File: config.mk
export PLATFORM = sky130hd
export DESIGN_NAME = trng_bram_arbiter
export DESIGN_NICKNAME = d
export VERILOG_FILES = /design/src/rtl/trng_bram_arbiter_pkg.sv /design/src/rtl/trng_bram_rd_pipe.sv /design/src/rtl/trng_bram_arbiter.sv
export SDC_FILE = /design/constraint.sdc
export NUM_CORES = 1
export LEC_CHECK = 0
export ABC_AREA = 1
export BUFFER_PORTS_ARGS = -buffer_cell sky130_fd_sc_hd__buf_4
export CAP_MARGIN = 20
export CORE_AREA = 5 5 94 96
export CTS_BUF_LIST = sky130_fd_sc_hd__clkbuf_2 sky130_fd_sc_hd__clkbuf_4 sky130_fd_sc_hd__clkbuf_8
export CTS_CLUSTER_SIZE = 24
export DETAILED_ROUTE_END_ITERATION = 6
export DIE_AREA = 0 0 99 101
export HOLD_SLACK_MARGIN = 0.08
export PLACE_DENSITY = 0.84
export SLEW_MARGIN = 10
export SYNTH_ARGS = -nofsm -noshare
export SYNTH_HDL_FRONTEND = slang
export SYNTH_HIERARCHICAL = 1
export SYNTH_SLANG_ARGS = --single-unit
File: constraint.sdc
create_clock -name clk -period 3.1 [get_ports clk]
set_input_delay 0.155 -clock clk [delete_from_list [all_inputs] [get_ports clk]]
set_output_delay 0.155 -clock clk [all_outputs]
set_load 0.03 [all_outputs]
File: src/rtl/trng_bram_arbiter_pkg.sv
// trng_bram_pkg: shared constants and types for the TRNG BRAM arbiter.
//   BYTE_WE_ALL : byte-enable pattern for a full-word write
//   ADDR_SHIFT  : word index -> byte address shift (4-byte words)
//   arb_sel_e   : arbitration side, used for rr_last and the winner
package trng_bram_pkg;

  localparam logic [3:0] BYTE_WE_ALL = 4'hF;
  localparam int         ADDR_SHIFT  = 2;

  typedef enum logic {ARB_WR, ARB_RD} arb_sel_e;

endpackage

File: src/rtl/trng_bram_rd_pipe.sv
// trng_bram_rd_pipe: read-valid delay line for the BRAM read latency.
//   clk, rst (async, active-low)
//   flush : drops every pending read pulse on the next edge
//   issue : read granted this cycle (access goes out next cycle)
//   valid : high RD_LAT+1 cycles after issue
module trng_bram_rd_pipe #(
  parameter int RD_LAT = 1
) (
  input  logic clk,
  input  logic rst,
  input  logic flush,
  input  logic issue,
  output logic valid
);

  // Stage 0 marks the cycle the BRAM access is on the port; the last stage
  // lines up with the BRAM data coming back.
  logic [RD_LAT:0] vld_pipe;

  always_ff @(posedge clk or negedge rst) begin
    if (!rst)       vld_pipe <= '0;
    else if (flush) vld_pipe <= '0;
    else            vld_pipe <= {vld_pipe[RD_LAT-1:0], issue};
  end

  assign valid = vld_pipe[RD_LAT];

endmodule

File: src/rtl/trng_bram_arbiter.sv
// trng_bram_arbiter: shares one BRAM port between the TRNG word writer and
// a host reader, running the BRAM as a circular FIFO.
//   clk, rst (async, active-low), flush (sync FIFO clear)
//   wr_req/wr_data/wr_gnt : writer side, grant is combinational
//   rd_req/rd_gnt         : reader side, grant is combinational
//   rd_data/rd_valid      : read word, valid RD_LAT+1 cycles after rd_gnt
//   level/full/empty      : FIFO occupancy from the registered level
//   bram_*                : BRAM primitive port (registered en/we/addr/din)
// Optional: define TRNG_ARB_OVERFLOW_CNT_EN to add ovf_cnt[15:0], a
// saturating count of cycles with wr_req while full.
module trng_bram_arbiter
  import trng_bram_pkg::*;
#(
  parameter int DW         = 32,
  parameter int AW         = 32,
  parameter int BRAM_DEPTH = 32,
  parameter int RD_LAT     = 1
) (
  input  logic                          clk,
  input  logic                          rst,
  input  logic                          flush,
  input  logic                          wr_req,
  input  logic [DW-1:0]                 wr_data,
  output logic                          wr_gnt,
  input  logic                          rd_req,
  output logic                          rd_gnt,
  output logic [DW-1:0]                 rd_data,
  output logic                          rd_valid,
  output logic [$clog2(BRAM_DEPTH):0]   level,
  output logic                          full,
  output logic                          empty,
  output logic                          bram_rst,
  output logic                          bram_clk,
  output logic                          bram_en,
  output logic [3:0]                    bram_we,
  output logic [AW-1:0]                 bram_addr,
  output logic [DW-1:0]                 bram_din,
  input  logic [DW-1:0]                 bram_dout
`ifdef TRNG_ARB_OVERFLOW_CNT_EN
  ,
  output logic [15:0]                   ovf_cnt
`endif
);

  localparam int PW = $clog2(BRAM_DEPTH);
  localparam int LW = PW + 1;

  logic [PW-1:0] wr_ptr, rd_ptr;
  logic [LW-1:0] lvl;
  arb_sel_e      rr_last;
  logic          wr_elig, rd_elig;

  assign level = lvl;
  assign full  = (lvl == LW'(BRAM_DEPTH));
  assign empty = (lvl == '0);

  assign wr_elig = wr_req && !full;
  assign rd_elig = rd_req && !empty;

  // Under contention the side that did not win last time gets the port.
  // Grants are held off while reset is asserted so nothing is offered
  // to either client before the FIFO state is valid.
  assign wr_gnt = rst && !flush && wr_elig && (!rd_elig || rr_last == ARB_RD);
  assign rd_gnt = rst && !flush && rd_elig && (!wr_elig || rr_last == ARB_WR);

  always_ff @(posedge clk or negedge rst) begin
    if (!rst) begin
      wr_ptr    <= '0;
      rd_ptr    <= '0;
      lvl       <= '0;
      rr_last   <= ARB_WR;
      bram_en   <= 1'b0;
      bram_we   <= '0;
      bram_addr <= '0;
      bram_din  <= '0;
    end else begin
      bram_en <= wr_gnt || rd_gnt;
      bram_we <= wr_gnt ? BYTE_WE_ALL : 4'h0;
      if (wr_gnt) begin
        bram_addr <= AW'(wr_ptr) << ADDR_SHIFT;
        bram_din  <= wr_data;
      end else if (rd_gnt) begin
        bram_addr <= AW'(rd_ptr) << ADDR_SHIFT;
      end

      if (flush) begin
        wr_ptr <= '0;
        rd_ptr <= '0;
        lvl    <= '0;
      end else if (wr_gnt) begin
        wr_ptr  <= wr_ptr + PW'(1);
        lvl     <= lvl + LW'(1);
        rr_last <= ARB_WR;
      end else if (rd_gnt) begin
        rd_ptr  <= rd_ptr + PW'(1);
        lvl     <= lvl - LW'(1);
        rr_last <= ARB_RD;
      end
    end
  end

  trng_bram_rd_pipe #(.RD_LAT(RD_LAT)) u_rd_pipe (
    .clk   (clk),
    .rst   (rst),
    .flush (flush),
    .issue (rd_gnt),
    .valid (rd_valid)
  );

  assign rd_data  = bram_dout;
  assign bram_rst = ~rst;
  assign bram_clk = clk;

`ifdef TRNG_ARB_OVERFLOW_CNT_EN
  always_ff @(posedge clk or negedge rst) begin
    if (!rst)                                  ovf_cnt <= '0;
    else if (flush)                            ovf_cnt <= '0;
    else if (wr_req && full && ovf_cnt != 16'hFFFF) ovf_cnt <= ovf_cnt + 16'd1;
  end
`endif

endmodule
==> reports/qor.csv, run 1 <==
stage,metric,value,unit
outcome,outcome,"finished, final reports clean",
hold_path,Hold WC Path Type,input port to flop,
final_layout,post-route cell area,4060,sq um
drt,final wirelength,7550,microns
final_layout,ANT cells,0,
drt,wire per inst,13.4,microns
global_route,met1 GRT Util,16.7,%
critical_path,CP arrival,2.34,ns
floorplan,core area,7970,sq um
global_route,antenna violations before repair,0,
final_layout,Multi-input gate area,1110,sq um
placement,RePlAce Congestion,0.815,
drt,drt pass-1 iters,4,
sta,unrepaired setup endpoints after global routing,no,
sta,Fin Clk Skew,0.00595,ns
synthesis,Synth cell types,26,
synthesis,synthesis-stage register bit count,58,
placement,PortBufs,91,
power_and_ir_drop,Clk pwr share,20.4,%
critical_path,startpoint types,flop,
synthesis,Post-synth ARST share,100,%
floorplan,initial core utilization,38.8,%
synthesis,"Seq/Total Area, Yosys",46.9,%
placement,placed wire-length estimate,5010,microns
drt,Vias/cell,4.50,
clock_tree,Post-CTS Setup Inserts,0,
placement,Inst Count DP,513,
power_and_ir_drop,sw power,1720,uW
final_layout,Register Area,1450,sq um
clock_tree,clock latency at the later pin of the worst-skew pair,0.42,ns
placement,pre-CTS WS,0.747,ns
synthesis,Post-Syn Instances,360,
synthesis,"top cells by area, synth","dfrtp_1 (47%), buf_4 (16%), nand2_1 (15%)",
power_and_ir_drop,Leak Pwr,0.00218,uW
sta,Setup WS post-layout,0.606,ns
final_layout,area grow syn2layout,31.4,%
floorplan,I/O pin count,183,
synthesis,cell area after synthesis,3090,sq um
final_layout,FILL cells,704,
drt,DRC violations left,0,
global_route,first-pass GRT wire length,11900,microns
synthesis,leading area contributor after synthesis,dfrtp_1,
final_layout,share of cells above drive strength 1,27.4,%
sta,Worst Max-Slew Pin Slew,0.724,ns
sta,Max Fclk,0.401,GHz
global_route,GRT Max-Usage Layer,met2,
sta,Final min period,2.49,ns
final_layout,final non-filler cell total,565,
sta,Pins Over Slew Limit,0,
synthesis,Yosys warning total,6,
clock_tree,CTS tree,yes,
synthesis,Post-synth EDFFs,0,
synthesis,synthesized area per cell,8.59,sq um
global_route,grt met3 use,4.50,%
critical_path,"Max FO, Critical Path",42,
critical_path,CP required,2.94,ns
synthesis,leading register cell type out of synthesis,dfrtp_1,
floorplan,Die ar.,10000,sq um
power_and_ir_drop,Peak supply drop,0.000672,V
global_route,total global routing overflow,0,
floorplan,die height,101,microns
power_and_ir_drop,Power Total,3920,uW
critical_path,CP Capture Type,output port,
power_and_ir_drop,Pint,2200,uW
synthesis,"count leader, synth",nand2_1,
drt,Routed Antenna Nets,0,
power_and_ir_drop,Switching Fraction,43.8,%
floorplan,Die Wd,99,microns
global_route,met2 usage,25.7,%
clock_tree,Worst-path clk slew,0.06,ns
global_route,largest net degree at the start of global routing,59,
drt,drt first-iter violations,123,
synthesis,area share of the largest cell type after synthesis,46.9,%
critical_path,crit path kind,flop to output port,
sta,Tcrit/Tclk final,80.4,%
power_and_ir_drop,part of the power in combinational logic,48.0,%
final_layout,NumNets Final,532,
sta,Rel. slew slack,51.7,%
synthesis,synth cell count leaders,"nand2_1 (124), buf_4 (67), dfrtp_1 (58)",
global_route,vias in the first global route,2553,
flow_run,number of max-cap violations,0,
floorplan,row cnt,33,
placement,Post-DP Area,3490,sq um
power_and_ir_drop,Reg power frac,31.5,%
sta,final hold vios,0,
sta,final setup violation count,0,
sta,Total Neg Setup Slack,0,ns
power_and_ir_drop,PwrDens,966,nW/um^2
drt,vias,2544,
global_route,total track usage,15.0,%
flip-flops by register name, indices dropped and copies added (netlist names):
register / cells
bram_addr: 5
u_rd_pipe/vld_pipe: 2
rr_last: 1
wr_ptr: 5
rd_ptr: 5
bram_din: 32
bram_we: 1
bram_en: 1
level: 6
worst paths after layout:
path	start	end	slack [ns]	depth (start not counted)
setup / recovery	level[3]	wr_gnt	0.61	7
hold / removal	rd_req	rd_ptr[3]	0.26	5
setup reg to reg	level[3]	level[5]	0.74	11
hold reg to reg	u_rd_pipe/vld_pipe[0]	u_rd_pipe/vld_pipe[1]	0.48	2
max in group asynchronous	rst	rr_last	2.14	3
min in group asynchronous	rst	bram_en	0.48	3
what timing repair did:
action	in CTS	in global routing
gates resized for setup	0	0
endpoints found under the hold margin	97	0
hold buffers	34	0
area by class of cell:
| class | count | area share (%) |
|---|---|---|
| clock inverter | 1 | 0.185 |
| timing repair buffer | 127 | 25.6 |
| sequential | 58 | 35.7 |
| multi-input combinational | 233 | 27.4 |
| inverter | 23 | 2.13 |
| tap | 105 | 3.23 |
| clock buffer | 18 | 5.79 |
worst max-delay path, cell delays in order (launching register included):
cell	delay (ns)
dfrtp_1	0.42
nor2_1	0.20
nand3_1	0.15
nand3_1	0.19
nand2_4	0.19
inv_2	0.12
buf_4	0.39
buf_4	0.25
power by group through the flow:
stage,registers (uW),clock network (uW),logic (uW)
floorplan,1760,48.3,764
finish,1240,802,1880
detailed placement,1240,48.3,1860
global route,1270,877,2030
global placement,1230,48.3,1830
CTS,1230,839,1900
through the flow:
stage / hold WS [ns] / utilization, %
2_1_floorplan: -0.141 / -
3_3_place_gp: 0.287 / 43.7
3_5_place_dp: 0.287 / 43.7
4_1_cts: 0.243 / 51.0
5_1_grt: 0.258 / 51.0
6_report: 0.260 / 51.0
cells in the final DEF, fill, tap and decap left out, types with 3 or more instances in the layout:
cell / netlist / final
clkbuf_8: 0 / 16
nand3_1: 22 / 22
inv_1: 17 / 17
nor2_1: 11 / 11
o211ai_1: 3 / 3
dfrtp_1: 58 / 58
conb_1: 1 / 27
dlygate4sd3_1: 0 / 34
buf_4: 67 / 94
a21oi_1: 8 / 8
o21ai_1: 7 / 7
ha_1: 6 / 6
xor2_1: 5 / 5
o21ai_0: 4 / 4
inv_2: 6 / 6
o31ai_1: 4 / 4
nand2_1: 124 / 124
logic make-up (layout without fill, tap and decap cells):
group	after synthesis	after routing	share of synthesized area, %
adders and majority gates	7	7	3.08
DFF	58	58	46.9
xor gates and xnor gates	6	6	1.70
AOI/OAI and AO/OA	28	28	5.46
and+or+nand+nor	165	165	22.4
buffers and inverters	95	169	20.3
other	1	27	0.121
layer usage:
metal,up-vias,share of wire (%)
met3,26,7.2
met1,1181,40
li1,1227,-
met4,0,3.3
met5,-,0
met2,110,50
Note: power is estimated with default switching activity, not from simulation.
==> run 2, diff against run 1 <==
--- a/config.mk
+++ b/config.mk
@@ -5,7 +5,7 @@
 export SDC_FILE = /design/constraint.sdc
 export NUM_CORES = 1
 export LEC_CHECK = 0
-export ABC_AREA = 1
+export ABC_AREA = 0
 export BUFFER_PORTS_ARGS = -buffer_cell sky130_fd_sc_hd__buf_4
 export CAP_MARGIN = 20
 export CORE_AREA = 5 5 94 96
@@ -14,7 +14,7 @@
 export DETAILED_ROUTE_END_ITERATION = 6
 export DIE_AREA = 0 0 99 101
 export HOLD_SLACK_MARGIN = 0.08
-export PLACE_DENSITY = 0.84
+export PLACE_DENSITY = 0.86
 export SLEW_MARGIN = 10
 export SYNTH_ARGS = -nofsm -noshare
 export SYNTH_HDL_FRONTEND = slang
==> constraint.sdc (replaced) <==
create_clock -name clk -period 2.1 [get_ports clk]
set_input_delay 0.105 -clock clk [delete_from_list [all_inputs] [get_ports clk]]
set_output_delay 0.105 -clock clk [all_outputs]
set_load 0.03 [all_outputs]
==> reports/qor.csv, run 2 <==
stage,metric,value,unit,change
synthesis,"top cells by area, synth","dfrtp_1 (47%), buf_4 (15%), nand2_1 (13%)",,"was dfrtp_1 (47%), buf_4 (16%), nand2_1 (15%)"
global_route,first-pass GRT wire length,12900,microns,"was 11,900 microns"
floorplan,core area,7970,sq um,unchanged
drt,Vias/cell,4.57,,was 4.50
floorplan,Die Wd,99,microns,unchanged
power_and_ir_drop,Power Total,5950,uW,was 3920 uW
sta,Fin Hold WS,0.210,ns,was 0.260 ns
power_and_ir_drop,Peak supply drop,0.000614,V,was 0.000672 V
final_layout,post-route cell area,4470,sq um,was 4060 sq um
critical_path,CP max stage delay,0.42,ns,about the same
sta,Tcrit/Tclk final,102,%,
power_and_ir_drop,Clk pwr share,20.3,%,was 20.4%
outcome,failing checks,setup timing,,
synthesis,"Seq/Total Area, Yosys",47.2,%,was 46.9%
critical_path,Reg2Reg Launch Point,level[3],,unchanged
floorplan,I/O pin count,183,,unchanged
synthesis,Post-Syn Instances,329,,was 360
floorplan,die height,101,microns,unchanged
critical_path,"critical path, cell by cell",nor3_4 > a211o_1 > nand2_4 > ha_4 > o21ai_1 > o21bai_1 > a21oi_2 > xnor2_1 > a22o_1,,was nor2_1 > nand3_1 > nand3_1 > nand2_4 > inv_2 > buf_4 > buf_4
sta,Rel. slew slack,51.8,%,was 51.7%
floorplan,row cnt,33,,unchanged
placement,PortBufs,91,,unchanged
synthesis,synthesized area per cell,9.34,sq um,was 8.59 sq um
drt,vias,2593,,"was 2,544"
critical_path,CP Capture Type,flop,,was output port
power_and_ir_drop,Leak Pwr,0.00237,uW,was 0.00218 uW
synthesis,synth cell count leaders,"nand2_1 (104), buf_4 (63), dfrtp_1 (58)",,"was nand2_1 (124), buf_4 (67), dfrtp_1 (58)"
critical_path,startpoint types,flop,,unchanged
floorplan,initial core utilization,38.6,%,was 38.8%
synthesis,leading area contributor after synthesis,dfrtp_1,,unchanged
final_layout,Biggest register,bram_din,,unchanged
global_route,vias in the first global route,2616,,"was 2,553"
final_layout,max reg flops,32,,unchanged
global_route,antenna violations before repair,0,,unchanged
synthesis,Post-synth ARST share,100,%,unchanged
global_route,total global routing overflow,0,,unchanged
critical_path,"Max FO, Critical Path",6,,was 42
final_layout,final core occ,56.1,%,was 51.0%
synthesis,area share of the largest cell type after synthesis,47.2,%,was 46.9%
critical_path,CP arrival,2.46,ns,was 2.34 ns
sta,final setup violation count,2,,was 0
critical_path,Crit path max-delay family,compound AO/OA/AOI/OAI gates,,was buffers and inverters
power_and_ir_drop,part of the power in combinational logic,51.0,%,was 48.0%
sta,Max Fclk,0.468,GHz,
global_route,largest net degree at the start of global routing,60,,was 59
power_and_ir_drop,PwrDens,1330,nW/um^2,was 966 nW/um^2
synthesis,Synth cell types,42,,was 26
critical_path,Critical Path Source,level[3],,unchanged
power_and_ir_drop,Pint,3450,uW,was 2200 uW
synthesis,Post-synth EDFFs,0,,unchanged
final_layout,"commonest cells after routing, fill and taps aside","buf_4 (118), nand2_1 (104), dfrtp_1 (53)",,"was nand2_1 (124), buf_4 (94), dfrtp_1 (58)"
critical_path,CP max stage cell,dfrtp_2,,was dfrtp_1
synthesis,leading register cell type out of synthesis,dfrtp_1,,unchanged
drt,drt first-iter violations,139,,was 123
sta,Pins Over Slew Limit,0,,unchanged
final_layout,area grow syn2layout,45.6,%,was 31.4%
sta,Final min period,2.14,ns,
hold_path,Hold Path Origin,bram_dout[11],,was rd_req
sta,final hold vios,0,,unchanged
sta,Total Neg Setup Slack,-0.0532,ns,was 0 ns
clock_tree,CTS tree,yes,,unchanged
sta,Fin Clk Skew,0.00857,ns,was 0.00595 ns
floorplan,Die ar.,10000,sq um,unchanged
drt,final wirelength,8490,microns,was 7550 microns
final_layout,NumNets Final,532,,unchanged
sta,unrepaired setup endpoints after global routing,yes,,was no
drt,Routed Antenna Nets,0,,unchanged
hold_path,Hold WC Path Type,input port to output port,,was input port to flop
global_route,total track usage,16.4,%,was 15.0%
critical_path,CP required,2.42,ns,was 2.94 ns
drt,drt pass-1 iters,5,,was 4
critical_path,crit path kind,flop to flop,,was flop to output port
synthesis,cell area after synthesis,3070,sq um,was 3090 sq um
power_and_ir_drop,Reg power frac,28.8,%,was 31.5%
synthesis,synthesis-stage register bit count,58,,unchanged
outcome,outcome,"complete, but fails checks",,"was finished, final reports clean"
sta,Worst Max-Slew Pin Slew,0.724,ns,about the same
power_and_ir_drop,Switching Fraction,42.0,%,was 43.8%
clock_tree,clock latency at the later pin of the worst-skew pair,0.43,ns,was 0.42 ns
power_and_ir_drop,sw power,2500,uW,was 1720 uW
placement,placed wire-length estimate,5300,microns,was 5010 microns
final_layout,"commonest non-fill, non-tap cell in the layout",buf_4,,was nand2_1
critical_path,Critical path buffers and inverters,0,,was 3
final_layout,share of cells above drive strength 1,36.9,%,was 27.4%
synthesis,Yosys warning total,6,,unchanged
placement,Post-DP Area,3680,sq um,was 3490 sq um
placement,RePlAce Congestion,0.771,,was 0.815
drt,wire per inst,15.0,microns,was 13.4 microns
sta,Setup WS post-layout,-0.0371,ns,was 0.606 ns
synthesis,"count leader, synth",nand2_1,,unchanged
drt,DRC violations left,0,,unchanged
flow_run,number of max-cap violations,0,,unchanged
clock_tree,Worst-path clk slew,0.07,ns,was 0.06 ns
run 2: cell types whose count changed in the layout (fill, tap and decap cells not counted), moves of 7 or more:
| cell | change |
|---|---|
| nand3_1 | -18 |
| a21oi_1 | -8 |
| nand2_1 | -20 |
| inv_1 | -7 |
| buf_4 | +24 |
run 2: final timing paths:
| path | to | cells past startpoint | slack, ns |
|---|---|---|---|
| max reg2reg | level[5] | 9 | -0.04 |
| max | level[5] | 9 | -0.04 |
| min reg2reg | u_rd_pipe/vld_pipe[1] | 1 | 0.47 |
| min in group asynchronous | u_rd_pipe/vld_pipe[1] | 3 | 0.44 |
| max in group asynchronous | level[1] | 3 | 1.16 |
| min | rd_data[11] | 0 | 0.21 |
run 2: per-layer routing:
| metal | wire [microns] | track usage, % | vias up | part of all wire (%) |
|---|---|---|---|---|
| met5 | 0 | 0 | - | 0 |
| met4 | 108 | 7.14 | 0 | 1.3 |
| met3 | 623 | 4.91 | 13 | 7.3 |
| met2 | 4470 | 29.4 | 100 | 53 |
| met1 | 3290 | 18.0 | 1255 | 39 |
| li1 | - | - | 1225 | - |
run 2: cell families (layout without fill, tap and decap cells):
kind of cell	after synthesis	count (layout)	synth area share, %
compound gates	29	29	7.17
buf+inv	85	191	18.6
mux	5	5	1.67
simple gates	135	135	19.5
flops	58	58	47.2
xor+xnor	9	9	2.57
fa+ha+maj	7	7	3.09
other cells	1	28	0.122
run 2: power groups by stage:
stage	clock network [uW]	registers (uW)	logic [uW]
final	1210	1710	3030
after global routing	1300	1750	3220
after CTS	1250	1700	2910
after detailed placement	71.3	1720	2720
after global placement	71.3	1700	2650
after floorplan	71.3	2390	1140
run 2: cell type report:
cell class | instances | area [sq um]
antenna | 1 | 2.50
clock buffer | 14 | 180
clock inverter | 6 | 57.6
fill | 662 | 3500
inverter | 13 | 53.8
multi-input combinational | 212 | 1240
sequential | 58 | 1460
tap | 105 | 131
timing repair buffer | 158 | 1350
run 2: what timing repair did:
item	in CTS	in global routing
setup endpoints to repair	6	8
gates cloned	1	0
pin swaps	5	9
gates resized for setup	10	10
endpoints found under the hold margin	97	0
hold buffers	34	0
buffers inserted	7	7
run 2: through the flow:
step	setup WS, ns	std cells
after detailed placement	-0.146	498
after floorplan	-0.261	355
final	-0.0371	567
after CTS	-0.0596	559
after global placement	-0.0409	498
after global routing	-0.117	566
==> run 3, diff against run 2 <==
--- a/config.mk
+++ b/config.mk
@@ -8,11 +8,11 @@
 export ABC_AREA = 0
 export BUFFER_PORTS_ARGS = -buffer_cell sky130_fd_sc_hd__buf_4
 export CAP_MARGIN = 20
-export CORE_AREA = 5 5 94 96
+export CORE_AREA = 5 5 104 87
 export CTS_BUF_LIST = sky130_fd_sc_hd__clkbuf_2 sky130_fd_sc_hd__clkbuf_4 sky130_fd_sc_hd__clkbuf_8
 export CTS_CLUSTER_SIZE = 24
 export DETAILED_ROUTE_END_ITERATION = 6
-export DIE_AREA = 0 0 99 101
+export DIE_AREA = 0 0 109 92
 export HOLD_SLACK_MARGIN = 0.08
 export PLACE_DENSITY = 0.86
 export SLEW_MARGIN = 10
==> reports/qor.csv, run 3 (synthesis results as in run 2) <==
stage,metric,value,unit,change
outcome,outcome,"complete, but fails checks",,unchanged
outcome,failing checks,setup timing,,unchanged
floorplan,Die ar.,10000,sq um,was 10000 sq um
final_layout,share of cells above drive strength 1,37.0,%,was 36.9%
drt,Vias/cell,4.62,,was 4.57
sta,Rel. slew slack,49.5,%,was 51.8%
sta,Max Fclk,0.449,GHz,was 0.468 GHz
final_layout,post-route cell area,4500,sq um,was 4470 sq um
critical_path,CP max stage delay,0.42,ns,about the same
final_layout,max reg flops,32,,unchanged
drt,drt first-iter violations,189,,was 139
sta,Tcrit/Tclk final,106,%,was 102%
clock_tree,CTS tree,yes,,unchanged
critical_path,"critical path, cell by cell",nor3_4 > buf_6 > a31oi_4 > nand2_4 > ha_4 > a211oi_2 > o21bai_1 > a21oi_2 > xnor2_1 > a22o_1,,was nor3_4 > a211o_1 > nand2_4 > ha_4 > o21ai_1 > o21bai_1 > a21oi_2 > xnor2_1 > a22o_1
drt,wire per inst,15.1,microns,was 15.0 microns
power_and_ir_drop,Switching Fraction,41.6,%,was 42.0%
final_layout,area grow syn2layout,46.3,%,was 45.6%
drt,final wirelength,8580,microns,was 8490 microns
power_and_ir_drop,part of the power in combinational logic,49.8,%,was 51.0%
global_route,met1 GRT Util,17.5,%,was 18.0%
final_layout,"commonest cells after routing, fill and taps aside","buf_4 (116), nand2_1 (104), dfrtp_1 (53)",,"was buf_4 (118), nand2_1 (104), dfrtp_1 (53)"
power_and_ir_drop,PwrDens,1350,nW/um^2,was 1330 nW/um^2
global_route,first-pass GRT wire length,12800,microns,"was 12,900 microns"
sta,Fin Clk Skew,0.0126,ns,was 0.00857 ns
critical_path,"Max FO, Critical Path",6,,unchanged
floorplan,Die Wd,109,microns,was 99 microns
drt,DRC violations left,0,,unchanged
drt,vias,2626,,"was 2,593"
floorplan,core area,7800,sq um,was 7970 sq um
sta,final setup violation count,2,,unchanged
clock_tree,Worst-path clk slew,0.07,ns,about the same
global_route,GRT Max-Usage Layer,met2,,unchanged
floorplan,initial core utilization,39.4,%,was 38.6%
placement,Post-DP Area,3670,sq um,was 3680 sq um
final_layout,"commonest non-fill, non-tap cell in the layout",buf_4,,unchanged
critical_path,CP arrival,2.55,ns,was 2.46 ns
floorplan,die height,92,microns,was 101 microns
critical_path,startpoint types,flop,,unchanged
placement,placed wire-length estimate,5260,microns,was 5300 microns
floorplan,I/O pin count,183,,unchanged
global_route,total track usage,16.5,%,was 16.4%
sta,Final min period,2.23,ns,was 2.14 ns
global_route,antenna violations before repair,0,,unchanged
placement,RePlAce Congestion,0.849,,was 0.771
final_layout,Biggest register,bram_din,,unchanged
final_layout,final non-filler cell total,568,,was 567
floorplan,row cnt,29,,was 33
sta,Total Neg Setup Slack,-0.182,ns,was -0.0532 ns
sta,unrepaired setup endpoints after global routing,yes,,unchanged
sta,Worst Max-Slew Pin Slew,0.757,ns,was 0.724 ns
global_route,total global routing overflow,0,,unchanged
critical_path,CP Capture Type,flop,,unchanged
power_and_ir_drop,sw power,2530,uW,was 2500 uW
final_layout,NumNets Final,531,,was 532
placement,PortBufs,91,,unchanged
placement,pre-CTS WS,-0.131,ns,was -0.146 ns
critical_path,CP max stage cell,dfrtp_2,,unchanged
sta,Pins Over Slew Limit,0,,unchanged
power_and_ir_drop,Peak supply drop,0.000620,V,was 0.000614 V
power_and_ir_drop,Leak Pwr,0.00238,uW,was 0.00237 uW
hold_path,Hold WC Path Type,input port to output port,,unchanged
clock_tree,clock latency at the later pin of the worst-skew pair,0.44,ns,was 0.43 ns
final_layout,ANT cells,0,,was 1
power_and_ir_drop,Pint,3550,uW,was 3450 uW
placement,Inst Count DP,501,,was 498
critical_path,crit path kind,flop to flop,,unchanged
drt,Routed Antenna Nets,0,,unchanged
global_route,met2 usage,28.9,%,was 29.4%
critical_path,CP required,2.43,ns,was 2.42 ns
critical_path,Reg2Reg Setup Slack,-0.13,ns,was -0.04 ns
power_and_ir_drop,Reg power frac,28.1,%,was 28.8%
global_route,largest net degree at the start of global routing,60,,unchanged
sta,Setup WS post-layout,-0.126,ns,was -0.0371 ns
drt,drt pass-1 iters,4,,was 5
power_and_ir_drop,Clk pwr share,22.1,%,was 20.3%
sta,final hold vios,0,,unchanged
flow_run,number of max-cap violations,0,,unchanged
global_route,grt met3 use,6.39,%,was 4.91%
global_route,vias in the first global route,2660,,"was 2,616"
final_layout,FILL cells,663,,was 662
## run 3: routing by layer
layer,vias up,wire length [microns]
met5,-,0
met4,0,223
met3,26,605
met2,117,4460
met1,1255,3290
li1,1228,-
## run 3: timing repair
action / in CTS / in global routing
hold buffers: 34 / 0
hold endpoints to repair: 97 / 0
buffers inserted: 5 / 7
pin swaps: 5 / 9
cloned: 1 / 1
endpoints found under the setup margin: 4 / 7
resized for setup: 16 / 4
## run 3: area by class of cell
| class | count | area (sq um) | area share, % |
|---|---|---|---|
| inverter | 13 | 51.3 | 1.14 |
| multi-input combinational | 212 | 1240 | 27.5 |
| tap | 108 | 135 | 3.01 |
| sequential | 58 | 1460 | 32.4 |
| timing repair buffer | 157 | 1350 | 30.0 |
| clock inverter | 5 | 78.8 | 1.75 |
| clock buffer | 15 | 188 | 4.17 |
## run 3: critical path: cells and delay by family, from the launching register on
kind            cells  cell delay (ns)
xor+xnor            1             0.09
flops               1             0.42
buf+inv             1             0.14
compound gates      5             0.84
fa+ha+maj           1             0.23
simple gates        2             0.39
## run 3: power groups by stage
stage,sequential [uW],combinational [uW],clock (uW)
2_1_floorplan,2390,1140,71.3
3_3_place_gp,1700,2630,71.3
3_5_place_dp,1720,2700,71.3
4_1_cts,1700,2910,1390
5_1_grt,1750,3230,1440
6_report,1710,3030,1340
## run 3: worst paths after layout
kind | startpoint | end | depth (start not counted)
min reg2reg | u_rd_pipe/vld_pipe[0] | u_rd_pipe/vld_pipe[1] | 1
min in group asynchronous | rst | level[5] | 3
max in group asynchronous | rst | level[0] | 3
max reg2reg | level[3] | level[5] | 10
min | bram_dout[23] | rd_data[23] | 0
max | level[3] | level[5] | 10
## run 3: through the flow
step                power (uW)  util (%)  hold slack, ns
finish                    6090      57.6           0.210
CTS                       6000      56.4           0.210
floorplan                 3600         -          -0.191
global route              6420      57.6           0.210
global placement          4410      47.1           0.210
detailed placement        4490      47.1           0.210
